--- src/rtl/pwm_duty_decoder_if.sv ---
// Pin-side and result-side signals of the PWM duty decoder.
// master = decoder, slave = the logic that drives the line and consumes results.
interface pwm_duty_decoder_if #(
   parameter int CNT_W = 24
);
   logic             pwm_in;
   logic [6:0]       duty_pct;
   logic [2:0]       level;
   logic [CNT_W-1:0] period;
   logic             valid;
   logic             stuck;
   logic             overrun;

   modport master (
      input  pwm_in,
      output duty_pct, level, period, valid, stuck, overrun
   );

   modport slave (
      output pwm_in,
      input  duty_pct, level, period, valid, stuck, overrun
   );
endinterface

--- src/rtl/pwm_duty_decoder.sv ---
// Measures period and high time of a PWM line, divides to duty percent and quantizes to level 0..4.
// Optional macro PWM_DECODE_AVG_EN: average over 4 accepted periods before dividing.
module pwm_duty_decoder #(
   parameter int CNT_W   = 24,
   parameter int TIMEOUT = 2000000
) (
   input logic                clk,
   input logic                reset_n,
   pwm_duty_decoder_if.master bus
);

`ifdef PWM_DECODE_AVG_EN
   localparam int ACC_W = CNT_W + 2;
`else
   localparam int ACC_W = CNT_W;
`endif
   localparam int NUM_W = ACC_W + 7;

   typedef enum logic {SYNC, MEAS} state_t;

   function automatic logic [6:0] sat_pct(input logic [6:0] q);
      return (q > 7'd100) ? 7'd100 : q;
   endfunction

   // Decision points sit halfway between the nominal 5/25/50/75/100 % levels.
   function automatic logic [2:0] level_of(input logic [6:0] d);
      if (d < 7'd15)      return 3'd0;
      else if (d < 7'd38) return 3'd1;
      else if (d < 7'd63) return 3'd2;
      else if (d < 7'd88) return 3'd3;
      else                return 3'd4;
   endfunction

   function automatic logic [CNT_W-1:0] period_of(input logic [ACC_W-1:0] d);
`ifdef PWM_DECODE_AVG_EN
      return CNT_W'(d >> 2);
`else
      return d;
`endif
   endfunction

   logic             sync_p0, sync_p1, sync_p2;
   logic             line, rise;
   state_t           state;
   logic [CNT_W-1:0] high_cnt, per_cnt;
   logic [NUM_W-1:0] rem, den_sh, rem_nxt;
   logic [ACC_W-1:0] den;
   logic [6:0]       quo, quo_nxt, pct;
   logic [3:0]       step;
   logic [2:0]       bit_idx;
   logic             busy, ge;

`ifdef PWM_DECODE_AVG_EN
   logic [ACC_W-1:0] acc_high, acc_per, sum_high, sum_per;
   logic [1:0]       acc_cnt;

   assign sum_high = acc_high + ACC_W'(high_cnt);
   assign sum_per  = acc_per + ACC_W'(per_cnt);
`endif

   assign line = sync_p1;
   assign rise = sync_p1 & ~sync_p2;

   // step 1..7 resolves quotient bits 6..0; step 8 is the result cycle.
   assign busy    = (step != 4'd0);
   assign bit_idx = 3'(4'd7 - step);
   assign den_sh  = NUM_W'(den) << bit_idx;
   assign ge      = (rem >= den_sh);
   assign rem_nxt = ge ? (rem - den_sh) : rem;
   assign quo_nxt = quo | (ge ? (7'd1 << bit_idx) : 7'd0);
   assign pct     = sat_pct(quo_nxt);

   always_ff @(posedge clk or negedge reset_n) begin
      if (!reset_n) begin
         sync_p0      <= 1'b0;
         sync_p1      <= 1'b0;
         sync_p2      <= 1'b0;
         state        <= SYNC;
         high_cnt     <= '0;
         per_cnt      <= '0;
         rem          <= '0;
         den          <= '0;
         quo          <= '0;
         step         <= '0;
         bus.duty_pct <= '0;
         bus.level    <= '0;
         bus.period   <= '0;
         bus.valid    <= 1'b0;
         bus.stuck    <= 1'b0;
         bus.overrun  <= 1'b0;
`ifdef PWM_DECODE_AVG_EN
         acc_high     <= '0;
         acc_per      <= '0;
         acc_cnt      <= '0;
`endif
      end else begin
         // stage p0/p1: metastability filter; p2: previous value for edge detect
         sync_p0   <= bus.pwm_in;
         sync_p1   <= sync_p0;
         sync_p2   <= sync_p1;
         bus.valid <= 1'b0;

         // divider stage: one restoring step per cycle
         if (busy) begin
            if (step != 4'd8) begin
               rem <= rem_nxt;
               quo <= quo_nxt;
            end
            if (step == 4'd7) begin
               bus.duty_pct <= pct;
               bus.level    <= level_of(pct);
               bus.period   <= period_of(den);
               bus.valid    <= 1'b1;
               bus.stuck    <= 1'b0;
            end
            step <= (step == 4'd8) ? 4'd0 : step + 4'd1;
         end

         // measurement stage: the rising-edge cycle counts as cycle 1 of the new period
         case (state)
            SYNC: begin
               if (rise) begin
                  high_cnt <= CNT_W'(1);
                  per_cnt  <= CNT_W'(1);
                  state    <= MEAS;
               end
            end
            MEAS: begin
               if (rise) begin
                  high_cnt <= CNT_W'(1);
                  per_cnt  <= CNT_W'(1);
                  if (busy) begin
                     bus.overrun <= 1'b1;
`ifdef PWM_DECODE_AVG_EN
                     acc_high    <= '0;
                     acc_per     <= '0;
                     acc_cnt     <= '0;
`endif
                  end else begin
`ifdef PWM_DECODE_AVG_EN
                     if (acc_cnt == 2'd3) begin
                        rem      <= NUM_W'(sum_high) * NUM_W'(100);
                        den      <= sum_per;
                        quo      <= '0;
                        step     <= 4'd1;
                        acc_high <= '0;
                        acc_per  <= '0;
                        acc_cnt  <= '0;
                     end else begin
                        acc_high <= sum_high;
                        acc_per  <= sum_per;
                        acc_cnt  <= acc_cnt + 2'd1;
                     end
`else
                     rem  <= NUM_W'(high_cnt) * NUM_W'(100);
                     den  <= per_cnt;
                     quo  <= '0;
                     step <= 4'd1;
`endif
                  end
               end else if (per_cnt >= CNT_W'(TIMEOUT)) begin
                  // static line: report 0 % or 100 % directly, bypassing the divider
                  bus.duty_pct <= line ? 7'd100 : 7'd0;
                  bus.level    <= line ? 3'd4 : 3'd0;
                  bus.period   <= '0;
                  bus.stuck    <= 1'b1;
                  bus.valid    <= 1'b1;
                  state        <= SYNC;
`ifdef PWM_DECODE_AVG_EN
                  acc_high     <= '0;
                  acc_per      <= '0;
                  acc_cnt      <= '0;
`endif
               end else begin
                  per_cnt  <= per_cnt + CNT_W'(1);
                  high_cnt <= high_cnt + CNT_W'(line);
               end
            end
            default: state <= SYNC;
         endcase
      end
   end

endmodule

--- src/flat_wrapper.sv ---
// flat-port wrapper written by rule: the top's interface ports become plain ports
module pwm_duty_decoder_flat 
#(
   parameter int CNT_W   = 24,
   parameter int TIMEOUT = 2000000
)
  (clk, reset_n, bus_pwm_in, bus_duty_pct, bus_level, bus_period, bus_valid, bus_stuck, bus_overrun);
  pwm_duty_decoder_if #(.CNT_W(CNT_W)) bus_i ();
  input logic clk;
  input logic reset_n;
  input wire logic [$bits(bus_i.pwm_in)-1:0] bus_pwm_in;
  output wire logic [$bits(bus_i.duty_pct)-1:0] bus_duty_pct;
  output wire logic [$bits(bus_i.level)-1:0] bus_level;
  output wire logic [$bits(bus_i.period)-1:0] bus_period;
  output wire logic [$bits(bus_i.valid)-1:0] bus_valid;
  output wire logic [$bits(bus_i.stuck)-1:0] bus_stuck;
  output wire logic [$bits(bus_i.overrun)-1:0] bus_overrun;
  assign bus_i.pwm_in = bus_pwm_in;
  assign bus_duty_pct = bus_i.duty_pct;
  assign bus_level = bus_i.level;
  assign bus_period = bus_i.period;
  assign bus_valid = bus_i.valid;
  assign bus_stuck = bus_i.stuck;
  assign bus_overrun = bus_i.overrun;
  pwm_duty_decoder #(.CNT_W(CNT_W), .TIMEOUT(TIMEOUT)) u_core (.clk(clk), .reset_n(reset_n), .bus(bus_i));
endmodule
--- config.mk ---
export PLATFORM = sky130hd
export DESIGN_NAME = pwm_duty_decoder_flat
export DESIGN_NICKNAME = d
export VERILOG_FILES = /design/src/rtl/pwm_duty_decoder_if.sv /design/src/rtl/pwm_duty_decoder.sv /design/src/flat_wrapper.sv
export SDC_FILE = /design/constraint.sdc
export NUM_CORES = 1
export LEC_CHECK = 0
export CAP_MARGIN = 20
export CORE_AREA = 2 2 178 180
export CTS_CLUSTER_DIAMETER = 80
export DETAILED_ROUTE_END_ITERATION = 8
export DIE_AREA = 0 0 180 182
export PLACE_DENSITY_LB_ADDON = 0.15
export REMOVE_ABC_BUFFERS = 1
export SYNTH_ARGS = -nofsm -noshare
export SYNTH_HDL_FRONTEND = slang
export SYNTH_SLANG_ARGS = --single-unit
--- constraint.sdc ---
create_clock -name clk -period 11.4 [get_ports clk]
set_input_delay 1.71 -clock clk [delete_from_list [all_inputs] [get_ports clk]]
set_output_delay 1.71 -clock clk [all_outputs]
set_load 0.005 [all_outputs]
# After elaboration in Yosys (flattened, before gate mapping)
# Index checks and enable logic that the tools add are counted.
# Widths: inputs -> output; s select.
[totals]
reg_bits = 155
input_bits = 3
output_inout_bits = 37
elab_cells = 105
[op_classes]
n_shift = 2
add_sub_neg = 5
n_mul = 1
bitwise = 5
n_reduce_logical = 4
n_mux = 60
magnitude_cmp = 7
eq_ne = 5
[op_table]
columns = ["cell", "n"]
rows = [
  ["$mux 24", 10],
  ["$mux 31", 6],
  ["$pmux 24 s2", 2],
  ["$mux 7", 13],
  ["$ge 31x31->1", 1],
  ["$shl 24x3->31", 1],
  ["$sub 31x31->31", 1],
  ["$mux 3", 10],
  ["$mul 24x5->29 const B", 1],
  ["$add 24x1->24", 1],
  ["$add 24x1->24 const B", 1],
  ["$ge 24x21->1 const B", 1],
  ["$mux 4", 5],
  ["$lt 7x6->1 const B", 2],
  ["$mux 1", 13],
  ["$gt 7x7->1 const B", 1],
  ["$lt 7x4->1 const B", 1],
  ["$lt 7x7->1 const B", 1],
  ["$or 7x7->7", 1],
  ["$shl 1x3->7 const A", 1],
  ["$reduce_and 3->1", 2],
  ["$add 4x1->4 const B", 1],
  ["$eq 4x3->1 const B", 1],
  ["$eq 4x4->1 const B", 1],
  ["9 further kinds", 11],
]

# Logic depth before layout (Yosys ltp)
[logic_depth]
depth_word = 17
mapped_depth = 19
mapped_depth_nobuf = 15

# Worst setup path after synthesis
# Ideal clock, no wire load.
[synth_path]
path_type = "reg-to-reg"
from = "reg u_core.step[0]"
to = "reg u_core.bus.level[2]"
stages_incl_launch_ff = 16
slack_ns = 7.038
setup_ns = 0.101
arrival_time_ns = 4.262
period_less_slack_ns = 4.362
cell_sequence = "dfrtp_1 > clkbuf_1 > buf_1 > mux4_2 > mux2i_1 > ha_1 > clkbuf_2 > a21oi_1 > o21ai_0 > a22oi_1 > nand3_2 > or3_1 > a32oi_1 > nand2_1 > a211o_1 > o311ai_2"
[synth_between]
elab_chain_len = 17
[synth_lines]
columns = ["item", "line", "text"]
rows = [
  ["start: declaration", "pwm_duty_decoder.sv:49", "logic [3:0] step;"],
  ["start signal: assignment", "pwm_duty_decoder.sv:116", "step <= (step == 4'd8) ? 4'd0 : step + 4'd1;"],
  ["$sub 3x3->3", "pwm_duty_decoder.sv:66", "assign bit_idx = 3'(4'd7 - step);"],
  ["$shl 24x3->31", "pwm_duty_decoder.sv:67", "assign den_sh = NUM_W'(den) << bit_idx;"],
  ["$ge 31x31->1", "pwm_duty_decoder.sv:68", "assign ge = (rem >= den_sh);"],
  ["$mux 7", "pwm_duty_decoder.sv:70", "assign quo_nxt = quo | (ge ? (7'd1 << bit_idx) : 7'd0);"],
  ["$or 7x7->7", "pwm_duty_decoder.sv:70", ""],
  ["$gt 7x7->1", "pwm_duty_decoder.sv:22", "return (q > 7'd100) ? 7'd100 : q;"],
  ["$mux 7", "pwm_duty_decoder.sv:22", ""],
  ["$lt 7x7->1", "pwm_duty_decoder.sv:30", "else if (d < 7'd88) return 3'd3;"],
  ["$mux 3", "pwm_duty_decoder.sv:30", ""],
  ["$mux 3", "pwm_duty_decoder.sv:29", "else if (d < 7'd63) return 3'd2;"],
  ["$mux 3", "pwm_duty_decoder.sv:28", "else if (d < 7'd38) return 3'd1;"],
  ["$mux 3", "pwm_duty_decoder.sv:27", "if (d < 7'd15) return 3'd0;"],
  ["$mux 3", "pwm_duty_decoder.sv:109", "if (step == 4'd7) begin"],
  ["$mux 3 (*)", "pwm_duty_decoder.sv:104", "if (busy) begin"],
  ["$mux 3", "pwm_duty_decoder.sv:161", "end else if (per_cnt >= CNT_W'(TIMEOUT)) begin"],
  ["$mux 3", "pwm_duty_decoder.sv:129", "if (rise) begin"],
  ["$mux 3 (*)", "pwm_duty_decoder.sv:120", "case (state)"],
  ["end signal: assignment", "pwm_duty_decoder.sv:111", "bus.level <= level_of(pct);"],
  ["end signal: assignment", "pwm_duty_decoder.sv:164", "bus.level <= line ? 3'd4 : 3'd0;"],
  ["end: declaration", "pwm_duty_decoder_if.sv:16", "output duty_pct, level, period, valid, stuck, overrun"],
]
# Every way passes the cells marked *; elsewhere a longest branch is shown, timed or not.
# A chain may end at the register's enable or synchronous reset.

# Worst setup path in the final report
[layout_path]
from = "reg u_core.step[1]"
to = "reg u_core.rem[13]"
[layout_between]
elab_chain_len = 9
[layout_lines]
columns = ["item", "line", "text"]
rows = [
  ["$sub 3x3->3", "pwm_duty_decoder.sv:66", ""],
  ["$shl 24x3->31", "pwm_duty_decoder.sv:67", ""],
  ["$sub 31x31->31 / $ge 31x31->1 (equally long branches)", "pwm_duty_decoder.sv:69, pwm_duty_decoder.sv:68", ""],
  ["$mux 31", "pwm_duty_decoder.sv:69", "assign rem_nxt = ge ? (rem - den_sh) : rem;"],
  ["$mux 31", "pwm_duty_decoder.sv:105", "if (step != 4'd8) begin"],
  ["$mux 31", "pwm_duty_decoder.sv:104", ""],
  ["$mux 31", "pwm_duty_decoder.sv:132", "if (busy) begin"],
  ["$mux 31", "pwm_duty_decoder.sv:129", ""],
  ["$mux 31 (*)", "pwm_duty_decoder.sv:120", ""],
  ["end signal: assignment", "pwm_duty_decoder.sv:106", "rem <= rem_nxt;"],
  ["end signal: assignment", "pwm_duty_decoder.sv:155", "rem <= NUM_W'(high_cnt) * NUM_W'(100);"],
  ["end: declaration", "pwm_duty_decoder.sv:46", "logic [NUM_W-1:0] rem, den_sh, rem_nxt;"],
]
# Marks and branches as above.

==> impl_metrics.yaml <==
clock_network:
  cts_buffer_depth: 2
  cts.htree.levels: 4
  cts_root_buf: "clkbuf_16"
  hold_buffers: 0
  postCtsSetupBuffers: 0
  cts_tree: "yes"
  cts_made_buffers: 17
  cts_resized: 0
  cts.sinks: 155
  clock_latency_ns: 0.44
  clkTransAtPathRegs_ns: 0.08
die:
  pin_count: 40
  die_h_um: 182
  initial_utilization: 0.383
  std_cell_rows: 65
  design.core.area_um2: 31000
  dieArea_um2: 32800
  die_x_um: 180
layout:
  layout_common_cells: "207 x nand2_1, 155 x dfrtp_1, 124 x a21oi_1"
  n_fill_cell: 3128
  diodes: 0
  stdcell_area_um2: 13200
  stdcell_count: 1802
  syn2layout_area_growth_pct: 11.6
  drive_gt1_frac: 0.0636
  finish.net_count: 1527
  utilization: 0.427
  mostFrequentLayoutCell: "nand2_1"
timing:
  rsz0062_at_grt: "no"
  finalCritPeriodShare: 0.486
  worstMarginPinSlew_ns: 1.01
  whs_ns: 0.352
  fin_skew_ns: 0.0125
  relSlewSlack: 0.326
  slew_viol_final: 0
  max_freq_mhz: 181
  finalSetupTns_ns: 0
  final_hold_viol_count: 0
  setup-violations-final: 0
  fin_ws_ns: 5.86
  min_period_ns: 5.54
worst_setup_path:
  crit_cells: 14
  crit_slowest_cell: "dfrtp_1"
  required_ns: 11.78
  cp-start-kind: "flip-flop"
  critPathBufInv: 3
  worstSetupEndpointType: "flip-flop"
  crit_type: "flip-flop to flip-flop"
  crit_path_max_incr_delay_ns: 1.01
  crit_chain: "inv_1 > mux2i_1 > nand2_1 > ha_1 > nand4_1 > nor4_1 > inv_1 > a211oi_2 > o21a_1 > buf_4 > nand2_1 > or3_1 > a31oi_1 > a21o_1"
  reg2reg_depth: 14
  critPathMaxFanout: 30
  arrival_ns: 5.92
  critical-path-top-delay-family: "compound AO/OA/AOI/OAI gates"
synthesis:
  async_flop_share: 1.00
  ys_ff_latch: 155
  synthDistinctLibCells: 78
  syn-cell-area_um2: 11900
  synthCells: 1371
  synth_flop_cell: "dfrtp_1"
  seq_area_frac_synth: 0.327
  syn_avg_cell_area_um2: 8.65
  synth_enable_flop_cells: 0
  yosysWarnings: 0
placed_design:
  placed_cell_area_um2: 12700
  place.gp.congestion: 0.841
  io_buffers: 39
  dpl.cell_count: 1770
  dp_hpwl_mm: 22.7
  dp_worst_setup_slack_ns: 6.02
run_status:
  status: "finished clean"
drt:
  postRouteAntennaNets: 0
  finalWirelength_mm: 30.7
  post-route-drc-count: 0
  vias_per_cell: 5.43
  drt-pass1-iter-count: 6
  drt-initial-drc-count: 677
  wl_per_cell_um: 17.0
  vias: 9782
pwr:
  power.density_nw_per_um2: 235
  vdd_ir_drop_max_v: 0.000125
  leakage_nw: 6.32
  total_power_mw: 3.11
worst_hold_path:
  hold_class: "flip-flop to flip-flop"
  hold_depth: 0
global_routing:
  grt_pass1_wl_mm: 51.1
  antenna_found_initial: 0
  gr-total-overflow: 0
  grtUsageTotal: 0.193
  grt_pass1_vias: 9606
  grt_max_degree: 88
flow_run:
  cap_violations: 0
[registers in the layout, indices dropped and copies added (netlist names), 3 cells and up]
register             flops
u_core.rem              31
u_core.bus.period       24
u_core.den              24
u_core.high_cnt         24
u_core.per_cnt          24
u_core.bus.duty_pct      7
u_core.quo               7
u_core.step              4
u_core.bus.level         3
[routing by layer]
layer / part of all wire / up-vias / GRT usage / wire (um)
met5: 0 / - / 0 / 0
met4: 0.014 / 0 / 0.0494 / 441
met3: 0.025 / 32 / 0.0227 / 776
met2: 0.47 / 170 / 0.318 / 14300
met1: 0.49 / 4763 / 0.271 / 15100
li1: - / 4817 / - / -
[cells in the mapped netlist (all sizes together) (15+ instances only)]
cell / instances / area (um^2)
dfrtp: 155 / 3880
nand2: 207 / 777
a211oi: 23 / 178
nor3: 24 / 125
clkbuf: 48 / 183
a31oi: 18 / 113
inv: 118 / 443
fa: 20 / 400
mux2i: 31 / 310
a21o: 17 / 128
xnor2: 42 / 368
nand3: 31 / 160
nor2: 112 / 420
o21ai: 45 / 225
xor2: 36 / 315
ha: 117 / 1460
nand4: 15 / 93.8
a21oi: 126 / 638
[final timing paths]
check	from	to	slack, ns
worst min register to register	u_core.sync_p0	u_core.line	0.35
worst min-delay path	u_core.sync_p0	u_core.line	0.35
worst max register to register	u_core.step[1]	u_core.rem[13]	5.86
max in group asynchronous	reset_n	u_core.per_cnt[21]	8.65
min in group asynchronous	reset_n	u_core.high_cnt[6]	1.33
worst max-delay path	u_core.step[1]	u_core.rem[13]	5.86
[report_power, final]
group / total, mW / internal, mW / leakage (nW) / switching (mW)
Clock: 0.583 / 0.311 / 0.278 / 0.273
Sequential: 0.811 / 0.678 / 2.03 / 0.133
Combinational: 1.71 / 0.720 / 4.01 / 0.995
[layout make-up]
class                   instances  area, um^2  share of cell area
clock inverters                14         154              0.0116
multi-input cells            1043        7350               0.555
clock buffers                  18         429              0.0324
well taps                     402         503              0.0380
flip-flops and latches        155        3880               0.293
repair buffers                 52         489              0.0369
inverters                     118         443              0.0334
[cell families (layout without fill, tap and decap cells)]
family	Yosys count	count (layout)	synth area share
XOR/XNOR	78	78	0.0576
AND/OR/NAND/NOR	456	456	0.172
flip-flops	155	155	0.327
buffers and inverters	173	202	0.0558
multiplexers	46	46	0.0527
adder cells (fa/ha/maj)	137	137	0.157
AO/OA/AOI/OAI	326	326	0.178
(Power assumes the default switching activity.)
